File: src/rtl/irig_frame_sequencer_if.sv
// Bundle between the IRIG-B pulse classifier, the frame sequencer and the timestamp accumulator.
// IRIG_CTRL_CAPTURE_EN adds the 18-bit control-function capture bus.
interface irig_frame_sequencer_if #(
    parameter int ERR_CNT_W = 8
) ();
    logic                 sym_valid;
    logic [1:0]           sym;
    logic [2:0]           ts_select;
    logic                 ts_reset;
    logic [4:0]           bit_idx;
    logic [1:0]           digit_idx;
    logic                 bit_value;
    logic                 frame_done;
    logic                 frame_err;
    logic                 locked;
    logic [ERR_CNT_W-1:0] err_count;

`ifdef IRIG_CTRL_CAPTURE_EN
    logic [17:0]          ctrl_bits;

    modport master (
        input  sym_valid, sym,
        output ts_select, ts_reset, bit_idx, digit_idx, bit_value,
        output frame_done, frame_err, locked, err_count, ctrl_bits
    );
    modport slave (
        output sym_valid, sym,
        input  ts_select, ts_reset, bit_idx, digit_idx, bit_value,
        input  frame_done, frame_err, locked, err_count, ctrl_bits
    );
`else
    modport master (
        input  sym_valid, sym,
        output ts_select, ts_reset, bit_idx, digit_idx, bit_value,
        output frame_done, frame_err, locked, err_count
    );
    modport slave (
        output sym_valid, sym,
        input  ts_select, ts_reset, bit_idx, digit_idx, bit_value,
        input  frame_done, frame_err, locked, err_count
    );
`endif
endinterface

File: src/rtl/irig_frame_sequencer.sv
// IRIG-B frame sync and bit-position tracker that steers data bits into the timestamp accumulator.
// Control-function capture (ctrl_bits) is built only when IRIG_CTRL_CAPTURE_EN is defined.
module irig_frame_sequencer #(
    parameter int LOCK_FRAMES = 2,
    parameter int ERR_CNT_W   = 8
) (
    input  logic                   i_clk,
    input  logic                   i_rst_n,
    irig_frame_sequencer_if.master if_seq
);
    localparam logic [1:0]           SYM_MARK = 2'b10;
    localparam logic [1:0]           SYM_BAD  = 2'b11;
    localparam logic [3:0]           GOOD_MAX = 4'(LOCK_FRAMES);
    localparam logic [ERR_CNT_W-1:0] ERR_MAX  = '1;
    localparam logic [ERR_CNT_W-1:0] ERR_ONE  = ERR_CNT_W'(1);

    // HUNT: wait for any marker | MARK1: next marker is Pr | FRAME: tracking positions 1..99
    typedef enum logic [1:0] {S_HUNT, S_MARK1, S_FRAME} state_t;

    state_t               r_state, w_state_nx;
    logic [6:0]           r_pos, w_pos_nx, w_pos_inc, w_map_lo;
    logic [3:0]           r_good, w_good_nx;
    logic [ERR_CNT_W-1:0] r_err_cnt, w_err_cnt_nx;
    logic                 r_armed, r_locked, w_accept, w_is_pslot;
    logic [2:0]           r_sel, w_sel_nx, w_map_sel;
    logic [4:0]           r_bidx, w_bidx_nx, w_map_bit;
    logic [1:0]           r_didx, w_didx_nx, w_map_dig;
    logic                 r_bval, w_bval_nx, r_ts_rst, w_ts_rst_nx;
    logic                 r_done, w_done_nx, r_ferr, w_ferr_nx;
`ifdef IRIG_CTRL_CAPTURE_EN
    logic [17:0]          r_ctrl_live, r_ctrl_hold;
    logic                 w_ctrl_we;
    logic [4:0]           w_ctrl_idx;
`endif

    function automatic logic in_rng(input logic [6:0] p, input logic [6:0] lo, input logic [6:0] hi);
        return (p >= lo) && (p <= hi);
    endfunction

    // r_armed drops the strobe that coincides with the first edge after reset release
    assign w_accept   = if_seq.sym_valid & r_armed;
    assign w_pos_inc  = r_pos + 7'd1;
    assign w_is_pslot = w_pos_inc inside {7'd9, 7'd19, 7'd29, 7'd39, 7'd49,
                                          7'd59, 7'd69, 7'd79, 7'd89, 7'd99};
    assign w_map_bit  = 5'(w_pos_inc - w_map_lo);

    always_comb begin
        w_map_sel = 3'd0;
        w_map_dig = 2'd0;
        w_map_lo  = 7'd0;
        if      (in_rng(w_pos_inc, 7'd1,  7'd4 )) begin w_map_sel = 3'd1; w_map_lo = 7'd1;  end
        else if (in_rng(w_pos_inc, 7'd6,  7'd8 )) begin w_map_sel = 3'd1; w_map_dig = 2'd1; w_map_lo = 7'd6;  end
        else if (in_rng(w_pos_inc, 7'd10, 7'd13)) begin w_map_sel = 3'd2; w_map_lo = 7'd10; end
        else if (in_rng(w_pos_inc, 7'd15, 7'd17)) begin w_map_sel = 3'd2; w_map_dig = 2'd1; w_map_lo = 7'd15; end
        else if (in_rng(w_pos_inc, 7'd20, 7'd23)) begin w_map_sel = 3'd3; w_map_lo = 7'd20; end
        else if (in_rng(w_pos_inc, 7'd25, 7'd26)) begin w_map_sel = 3'd3; w_map_dig = 2'd1; w_map_lo = 7'd25; end
        else if (in_rng(w_pos_inc, 7'd30, 7'd33)) begin w_map_sel = 3'd4; w_map_lo = 7'd30; end
        else if (in_rng(w_pos_inc, 7'd35, 7'd38)) begin w_map_sel = 3'd4; w_map_dig = 2'd1; w_map_lo = 7'd35; end
        else if (in_rng(w_pos_inc, 7'd40, 7'd41)) begin w_map_sel = 3'd4; w_map_dig = 2'd2; w_map_lo = 7'd40; end
        else if (in_rng(w_pos_inc, 7'd50, 7'd53)) begin w_map_sel = 3'd5; w_map_lo = 7'd50; end
        else if (in_rng(w_pos_inc, 7'd55, 7'd58)) begin w_map_sel = 3'd5; w_map_dig = 2'd1; w_map_lo = 7'd55; end
        else if (in_rng(w_pos_inc, 7'd80, 7'd88)) begin w_map_sel = 3'd6; w_map_lo = 7'd80; end
        else if (in_rng(w_pos_inc, 7'd90, 7'd97)) begin w_map_sel = 3'd6; w_map_lo = 7'd81; end
    end

    always_comb begin
        w_state_nx   = r_state;
        w_pos_nx     = r_pos;
        w_good_nx    = r_good;
        w_err_cnt_nx = r_err_cnt;
        w_sel_nx     = 3'd0;
        w_ts_rst_nx  = 1'b0;
        w_done_nx    = 1'b0;
        w_ferr_nx    = 1'b0;
        w_bidx_nx    = r_bidx;
        w_didx_nx    = r_didx;
        w_bval_nx    = r_bval;
`ifdef IRIG_CTRL_CAPTURE_EN
        w_ctrl_we    = 1'b0;
        w_ctrl_idx   = 5'd0;
`endif
        if (w_accept) begin
            w_bidx_nx = 5'd0;
            w_didx_nx = 2'd0;
            w_bval_nx = 1'b0;
            case (r_state)
                S_HUNT: begin
                    if (if_seq.sym == SYM_MARK) w_state_nx = S_MARK1;
                end
                S_MARK1: begin
                    if (if_seq.sym == SYM_MARK) begin
                        w_state_nx  = S_FRAME;
                        w_pos_nx    = 7'd0;
                        w_ts_rst_nx = 1'b1;
                    end else begin
                        w_state_nx  = S_HUNT;
                    end
                end
                S_FRAME: begin
                    w_pos_nx = w_pos_inc;
                    if ((if_seq.sym == SYM_BAD) || ((if_seq.sym == SYM_MARK) != w_is_pslot)) begin
                        w_state_nx = S_HUNT;
                        w_ferr_nx  = 1'b1;
                        w_good_nx  = 4'd0;
                        if (r_err_cnt != ERR_MAX) w_err_cnt_nx = r_err_cnt + ERR_ONE;
                    end else if (w_is_pslot) begin
                        if (w_pos_inc == 7'd99) begin
                            w_state_nx = S_MARK1;
                            w_done_nx  = 1'b1;
                            if (r_good != GOOD_MAX) w_good_nx = r_good + 4'd1;
                        end
                    end else if (w_map_sel != 3'd0) begin
                        w_sel_nx  = w_map_sel;
                        w_didx_nx = w_map_dig;
                        w_bidx_nx = w_map_bit;
                        w_bval_nx = if_seq.sym[0];
                    end
`ifdef IRIG_CTRL_CAPTURE_EN
                    if (!w_ferr_nx && in_rng(w_pos_inc, 7'd60, 7'd68)) begin
                        w_ctrl_we  = 1'b1;
                        w_ctrl_idx = 5'(w_pos_inc - 7'd60);
                    end else if (!w_ferr_nx && in_rng(w_pos_inc, 7'd70, 7'd78)) begin
                        w_ctrl_we  = 1'b1;
                        w_ctrl_idx = 5'(w_pos_inc - 7'd61);
                    end
`endif
                end
                default: w_state_nx = S_HUNT;
            endcase
        end
    end

    always_ff @(posedge i_clk or negedge i_rst_n) begin
        if (!i_rst_n) begin
            r_armed   <= 1'b0;
            r_state   <= S_HUNT;
            r_pos     <= 7'd0;
            r_good    <= 4'd0;
            r_err_cnt <= '0;
            r_locked  <= 1'b0;
            r_sel     <= 3'd0;
            r_ts_rst  <= 1'b0;
            r_bidx    <= 5'd0;
            r_didx    <= 2'd0;
            r_bval    <= 1'b0;
            r_done    <= 1'b0;
            r_ferr    <= 1'b0;
        end else begin
            r_armed   <= 1'b1;
            r_state   <= w_state_nx;
            r_pos     <= w_pos_nx;
            r_good    <= w_good_nx;
            r_err_cnt <= w_err_cnt_nx;
            r_locked  <= (w_good_nx == GOOD_MAX);
            r_sel     <= w_sel_nx;
            r_ts_rst  <= w_ts_rst_nx;
            r_bidx    <= w_bidx_nx;
            r_didx    <= w_didx_nx;
            r_bval    <= w_bval_nx;
            r_done    <= w_done_nx;
            r_ferr    <= w_ferr_nx;
        end
    end

`ifdef IRIG_CTRL_CAPTURE_EN
    // Live bits fill during the frame; the held copy only changes on a completed frame
    always_ff @(posedge i_clk or negedge i_rst_n) begin
        if (!i_rst_n) begin
            r_ctrl_live <= '0;
            r_ctrl_hold <= '0;
        end else begin
            if (w_ctrl_we) r_ctrl_live[w_ctrl_idx] <= if_seq.sym[0];
            if (w_done_nx) r_ctrl_hold <= r_ctrl_live;
        end
    end

    assign if_seq.ctrl_bits = r_ctrl_hold;
`endif

    assign if_seq.ts_select  = r_sel;
    assign if_seq.ts_reset   = r_ts_rst;
    assign if_seq.bit_idx    = r_bidx;
    assign if_seq.digit_idx  = r_didx;
    assign if_seq.bit_value  = r_bval;
    assign if_seq.frame_done = r_done;
    assign if_seq.frame_err  = r_ferr;
    assign if_seq.locked     = r_locked;
    assign if_seq.err_count  = r_err_cnt;
endmodule

File: src/flat_wrapper.sv
// flat-port wrapper written by rule: the top's interface ports become plain ports
module irig_frame_sequencer_flat 
#(
    parameter int LOCK_FRAMES = 2,
    parameter int ERR_CNT_W   = 8
)
  (i_clk, i_rst_n, if_seq_sym_valid, if_seq_sym, if_seq_ts_select, if_seq_ts_reset, if_seq_bit_idx, if_seq_digit_idx, if_seq_bit_value, if_seq_frame_done, if_seq_frame_err, if_seq_locked, if_seq_err_count);
  irig_frame_sequencer_if #(.ERR_CNT_W(ERR_CNT_W)) if_seq_i ();
  input  logic i_clk;
  input  logic i_rst_n;
  input wire logic [$bits(if_seq_i.sym_valid)-1:0] if_seq_sym_valid;
  input wire logic [$bits(if_seq_i.sym)-1:0] if_seq_sym;
  output wire logic [$bits(if_seq_i.ts_select)-1:0] if_seq_ts_select;
  output wire logic [$bits(if_seq_i.ts_reset)-1:0] if_seq_ts_reset;
  output wire logic [$bits(if_seq_i.bit_idx)-1:0] if_seq_bit_idx;
  output wire logic [$bits(if_seq_i.digit_idx)-1:0] if_seq_digit_idx;
  output wire logic [$bits(if_seq_i.bit_value)-1:0] if_seq_bit_value;
  output wire logic [$bits(if_seq_i.frame_done)-1:0] if_seq_frame_done;
  output wire logic [$bits(if_seq_i.frame_err)-1:0] if_seq_frame_err;
  output wire logic [$bits(if_seq_i.locked)-1:0] if_seq_locked;
  output wire logic [$bits(if_seq_i.err_count)-1:0] if_seq_err_count;
  assign if_seq_i.sym_valid = if_seq_sym_valid;
  assign if_seq_i.sym = if_seq_sym;
  assign if_seq_ts_select = if_seq_i.ts_select;
  assign if_seq_ts_reset = if_seq_i.ts_reset;
  assign if_seq_bit_idx = if_seq_i.bit_idx;
  assign if_seq_digit_idx = if_seq_i.digit_idx;
  assign if_seq_bit_value = if_seq_i.bit_value;
  assign if_seq_frame_done = if_seq_i.frame_done;
  assign if_seq_frame_err = if_seq_i.frame_err;
  assign if_seq_locked = if_seq_i.locked;
  assign if_seq_err_count = if_seq_i.err_count;
  irig_frame_sequencer #(.LOCK_FRAMES(LOCK_FRAMES), .ERR_CNT_W(ERR_CNT_W)) u_core (.i_clk(i_clk), .i_rst_n(i_rst_n), .if_seq(if_seq_i));
endmodule
File: config.mk
export PLATFORM = sky130hd
export DESIGN_NAME = irig_frame_sequencer_flat
export DESIGN_NICKNAME = d
export VERILOG_FILES = /design/src/rtl/irig_frame_sequencer_if.sv /design/src/rtl/irig_frame_sequencer.sv /design/src/flat_wrapper.sv
export SDC_FILE = /design/constraint.sdc
export NUM_CORES = 1
export LEC_CHECK = 0
export ABC_AREA = 0
export CORE_ASPECT_RATIO = 0.5
export CORE_MARGIN = 1.5
export CORE_UTILIZATION = 49
export DETAILED_ROUTE_END_ITERATION = 16
export PLACE_DENSITY = 0.65
export SYNTH_ARGS = -nofsm -noshare
export SYNTH_HDL_FRONTEND = slang
export SYNTH_SLANG_ARGS = --single-unit
File: constraint.sdc
create_clock -name i_clk -period 4.4 [get_ports i_clk]
set_input_delay 0.88 -clock i_clk [delete_from_list [all_inputs] [get_ports i_clk]]
set_output_delay 0.88 -clock i_clk [all_outputs]
set_load 0.02 [all_outputs]
==> results.json <==
{
  "post-route-period-util": 0.9320,
  "n_antenna_cell": 0,
  "synthArstFlopShare": 1.000,
  "drc": 0,
  "min_period_ns": 4.101,
  "critPathSlowestCell": "dfrtp_1",
  "ys_top_cells_by_area": "dfrtp_1, ha_1, nand2_1",
  "grtUsageTotal": 0.2473,
  "yosysWarnings": 0,
  "r2r_start": "u_core.r_pos[1]",
  "die-area_um2": 7108,
  "rr_worst_depth": 19,
  "syn_nets": 379,
  "drt-total-wl_mm": 8.530,
  "grt_pass1_wl_mm": 13.67,
  "rows": 20,
  "cts_resized": 0,
  "synth.avg_cell_area_um2": 8.886,
  "synth_cell_types": 83,
  "hold_viol_final": 0,
  "insertion_delay_ns": 0.29,
  "worstPathArrival_ns": 4.27,
  "cpPeakStageDelay_ns": 0.47,
  "finalSetupViolations": 0,
  "synthFlopType": "dfrtp_1",
  "maxCapViolations": 0,
  "dp_hpwl_mm": 6.465,
  "fin_tns_setup_ns": 0,
  "rrSetupSlack_ns": 0.30,
  "required_ns": 4.57,
  "post-cts-setup-buffer-count": 0,
  "slew_headroom": 0.4271,
  "finalWeightedCongestion": 0.9802,
  "antenna_found_initial": 0,
  "syn_area_um2": 3226,
  "worstPathMaxFanout": 8,
  "ant_nets": 0,
  "setup.worst_path.start": "u_core.r_pos[1]",
  "wl_per_cell_um": 17.77,
  "cts_tree": "yes",
  "grt_max_degree": 38,
  "powerDensity_nw_per_um2": 584.5,
  "cts_buffer_depth": 2,
  "worstReg2RegEnd": "u_core.if_seq.bit_idx[4]",
  "seq_area_frac_synth": 0.2870,
  "synth_most_common_cell": "dfrtp_1",
  "max_freq_ghz": 0.2438,
  "rsz0062_at_grt": "no",
  "synth.largest_area_cell": "dfrtp_1",
  "path_buf_inv": 3,
  "io_pins": 28,
  "ctsHoldBuffers": 0,
  "clock-sinks": 37,
  "globalRouteOverflowTotal": 0,
  "tightest_slew_ns": 0.8548,
  "cts_root_buf": "clkbuf_16",
  "port_buffers": 27,
  "crit_path_end": "u_core.if_seq.bit_idx[4]",
  "worst_slack_ns": 0.2990,
  "via_count": 2918,
  "slew_violations": 0,
  "fillers": 567,
  "synth-edff-count": 0,
  "finalClockSkew_ns": 0.01297,
  "crit_path_cell_trace": "buf_4 > inv_1 > ha_2 > nor2b_2 > o21bai_1 > a32oi_1 > o31ai_4 > nor3b_1 > a2111oi_1 > nor2b_1 > o21ai_1 > ha_1 > inv_1 > fa_1 > a21o_1 > a21oi_1 > xnor2_1 > xnor2_1 > a22o_1",
  "drive_above_1_share": 0.1480,
  "peakVddDrop_mv": 0.5755,
  "worstSetupEndpointType": "register",
  "critPathKind": "reg -> reg",
  "start_kind": "register",
  "dp_slack_ns": 0.2486,
  "hp-class": "reg -> reg",
  "first_pass_iters": 5,
  "die_w_um": 117.7,
  "worst-path-stages": 19,
  "ys_ff_latch": 37,
  "status": "complete, no violations",
  "synth_cells": 363,
  "clk_pin_slew_worst_paths_ns": 0.07,
  "postLayoutCellArea_um2": 3756,
  "cts_buffers": 5,
  "yosysTopAreaCellShare": 0.2870,
  "h-tree-depth": 2,
  "core-area_um2": 6206,
  "final_nets": 407,
  "grt_pass1_vias": 2612,
  "p_leak_nw": 1.525,
  "synth_common_cells": "dfrtp_1, nand2_1, o21ai_0, nor2_1, a21oi_1",
  "die_y_um": 60.37,
  "crit_family": "compound AO/OA/AOI/OAI gates",
  "viasPerCell": 6.079,
  "place_area_um2": 3570,
  "areaGrowthSynthToFinish_pct": 16.45,
  "drtIter0Drc": 220,
  "initial_core_util": 0.5198
}
-- state kept, by name, indices dropped and copies added (netlist names) --
signal / count
u_core.r_state: 2
u_core.if_seq.ts_select: 3
u_core.if_seq.frame_err: 1
u_core.r_good: 4
u_core.if_seq.bit_idx: 5
u_core.if_seq.bit_value: 1
u_core.if_seq.ts_reset: 1
u_core.r_armed: 1
u_core.r_pos: 7
u_core.if_seq.digit_idx: 2
u_core.if_seq.frame_done: 1
u_core.if_seq.err_count: 8
u_core.if_seq.locked: 1
-- power by group --
group	total (mW)	internal, mW	switching [mW]	leakage (nW)
clock network	0.436	0.283	0.153	0.0831
logic	1.27	0.535	0.735	0.942
registers	0.489	0.402	0.0873	0.500
total	2.20	1.22	0.975	1.53
-- metal layers --
| metal | part of all wire | vias to the layer above | wire (um) | GRT usage |
|---|---|---|---|---|
| met2 | 0.44 | 119 | 3747 | 0.4027 |
| met3 | 0.054 | 2 | 458 | 0.04229 |
| met1 | 0.50 | 1388 | 4305 | 0.3561 |
| met4 | 0.0021 | 0 | 18 | 0.04704 |
| li1 | - | 1409 | - | - |
| met5 | 0 | - | 0 | 0 |
-- kinds of logic (layout without fill, tap and decap cells) --
logic type / Yosys count / count (layout) / synth area share
AND/OR/NAND/NOR: 148 / 148 / 0.2805
adder cells (fa/ha/maj): 11 / 11 / 0.04500
AO/OA/AOI/OAI: 112 / 112 / 0.2541
buffers and inverters: 34 / 63 / 0.06090
multiplexers: 5 / 5 / 0.01668
flip-flops: 37 / 37 / 0.2870
XOR/XNOR: 15 / 15 / 0.05469
other: 1 / 1 / 0.001163
-- layout by cell type (no fill, tap or decap), types with 9 or more instances in the layout --
cell / n
dfrtp_1: 37
nand2_1: 30
clkdlybuf4s50_1: 26
o21ai_0: 22
nor2_1: 21
a21oi_1: 19
buf_4: 15
inv_1: 12
xnor2_1: 10
nand3_1: 10
nor2b_1: 9
nor3_1: 9
a22o_1: 9
ha_1: 9
-- layout make-up --
type	count	area (um2)	share of cell area
tap	88	110.1	0.02931
clock inverter	2	37.54	0.009993
sequential	37	925.9	0.2465
clock buffer	6	138.9	0.03698
inverter	12	45.04	0.01199
timing repair buffer	43	389.1	0.1036
multi-input combinational	292	2110	0.5616
-- worst min path at each step --
stage	start	endpoint	slack (ns)	cells past startpoint
floorplan	u_core.r_good[2]	u_core.r_good[2]	0.49	1
finish	u_core.if_seq.err_count[4]	u_core.if_seq.err_count[4]	0.50	1
global route	u_core.if_seq.err_count[4]	u_core.if_seq.err_count[4]	0.52	1
global placement	u_core.if_seq.bit_idx[3]	u_core.if_seq.bit_idx[3]	0.49	1
detailed placement	u_core.if_seq.err_count[4]	u_core.if_seq.err_count[4]	0.49	1
CTS	u_core.if_seq.err_count[4]	u_core.if_seq.err_count[4]	0.50	1
-- stage by stage --
| stage | hold WS (ns) | util | std cells | total power, mW |
|---|---|---|---|---|
| floorplan | 0.4917 | - | 363 | 1.414 |
| global placement | 0.4875 | 0.5752 | 472 | 1.730 |
| detailed placement | 0.4882 | 0.5752 | 472 | 1.746 |
| CTS | 0.4991 | 0.6036 | 480 | 2.186 |
| global route | 0.5214 | 0.6052 | 480 | 2.359 |
| finish | 0.4979 | 0.6052 | 480 | 2.196 |
No activity file was read; power rests on OpenSTA's default activity.
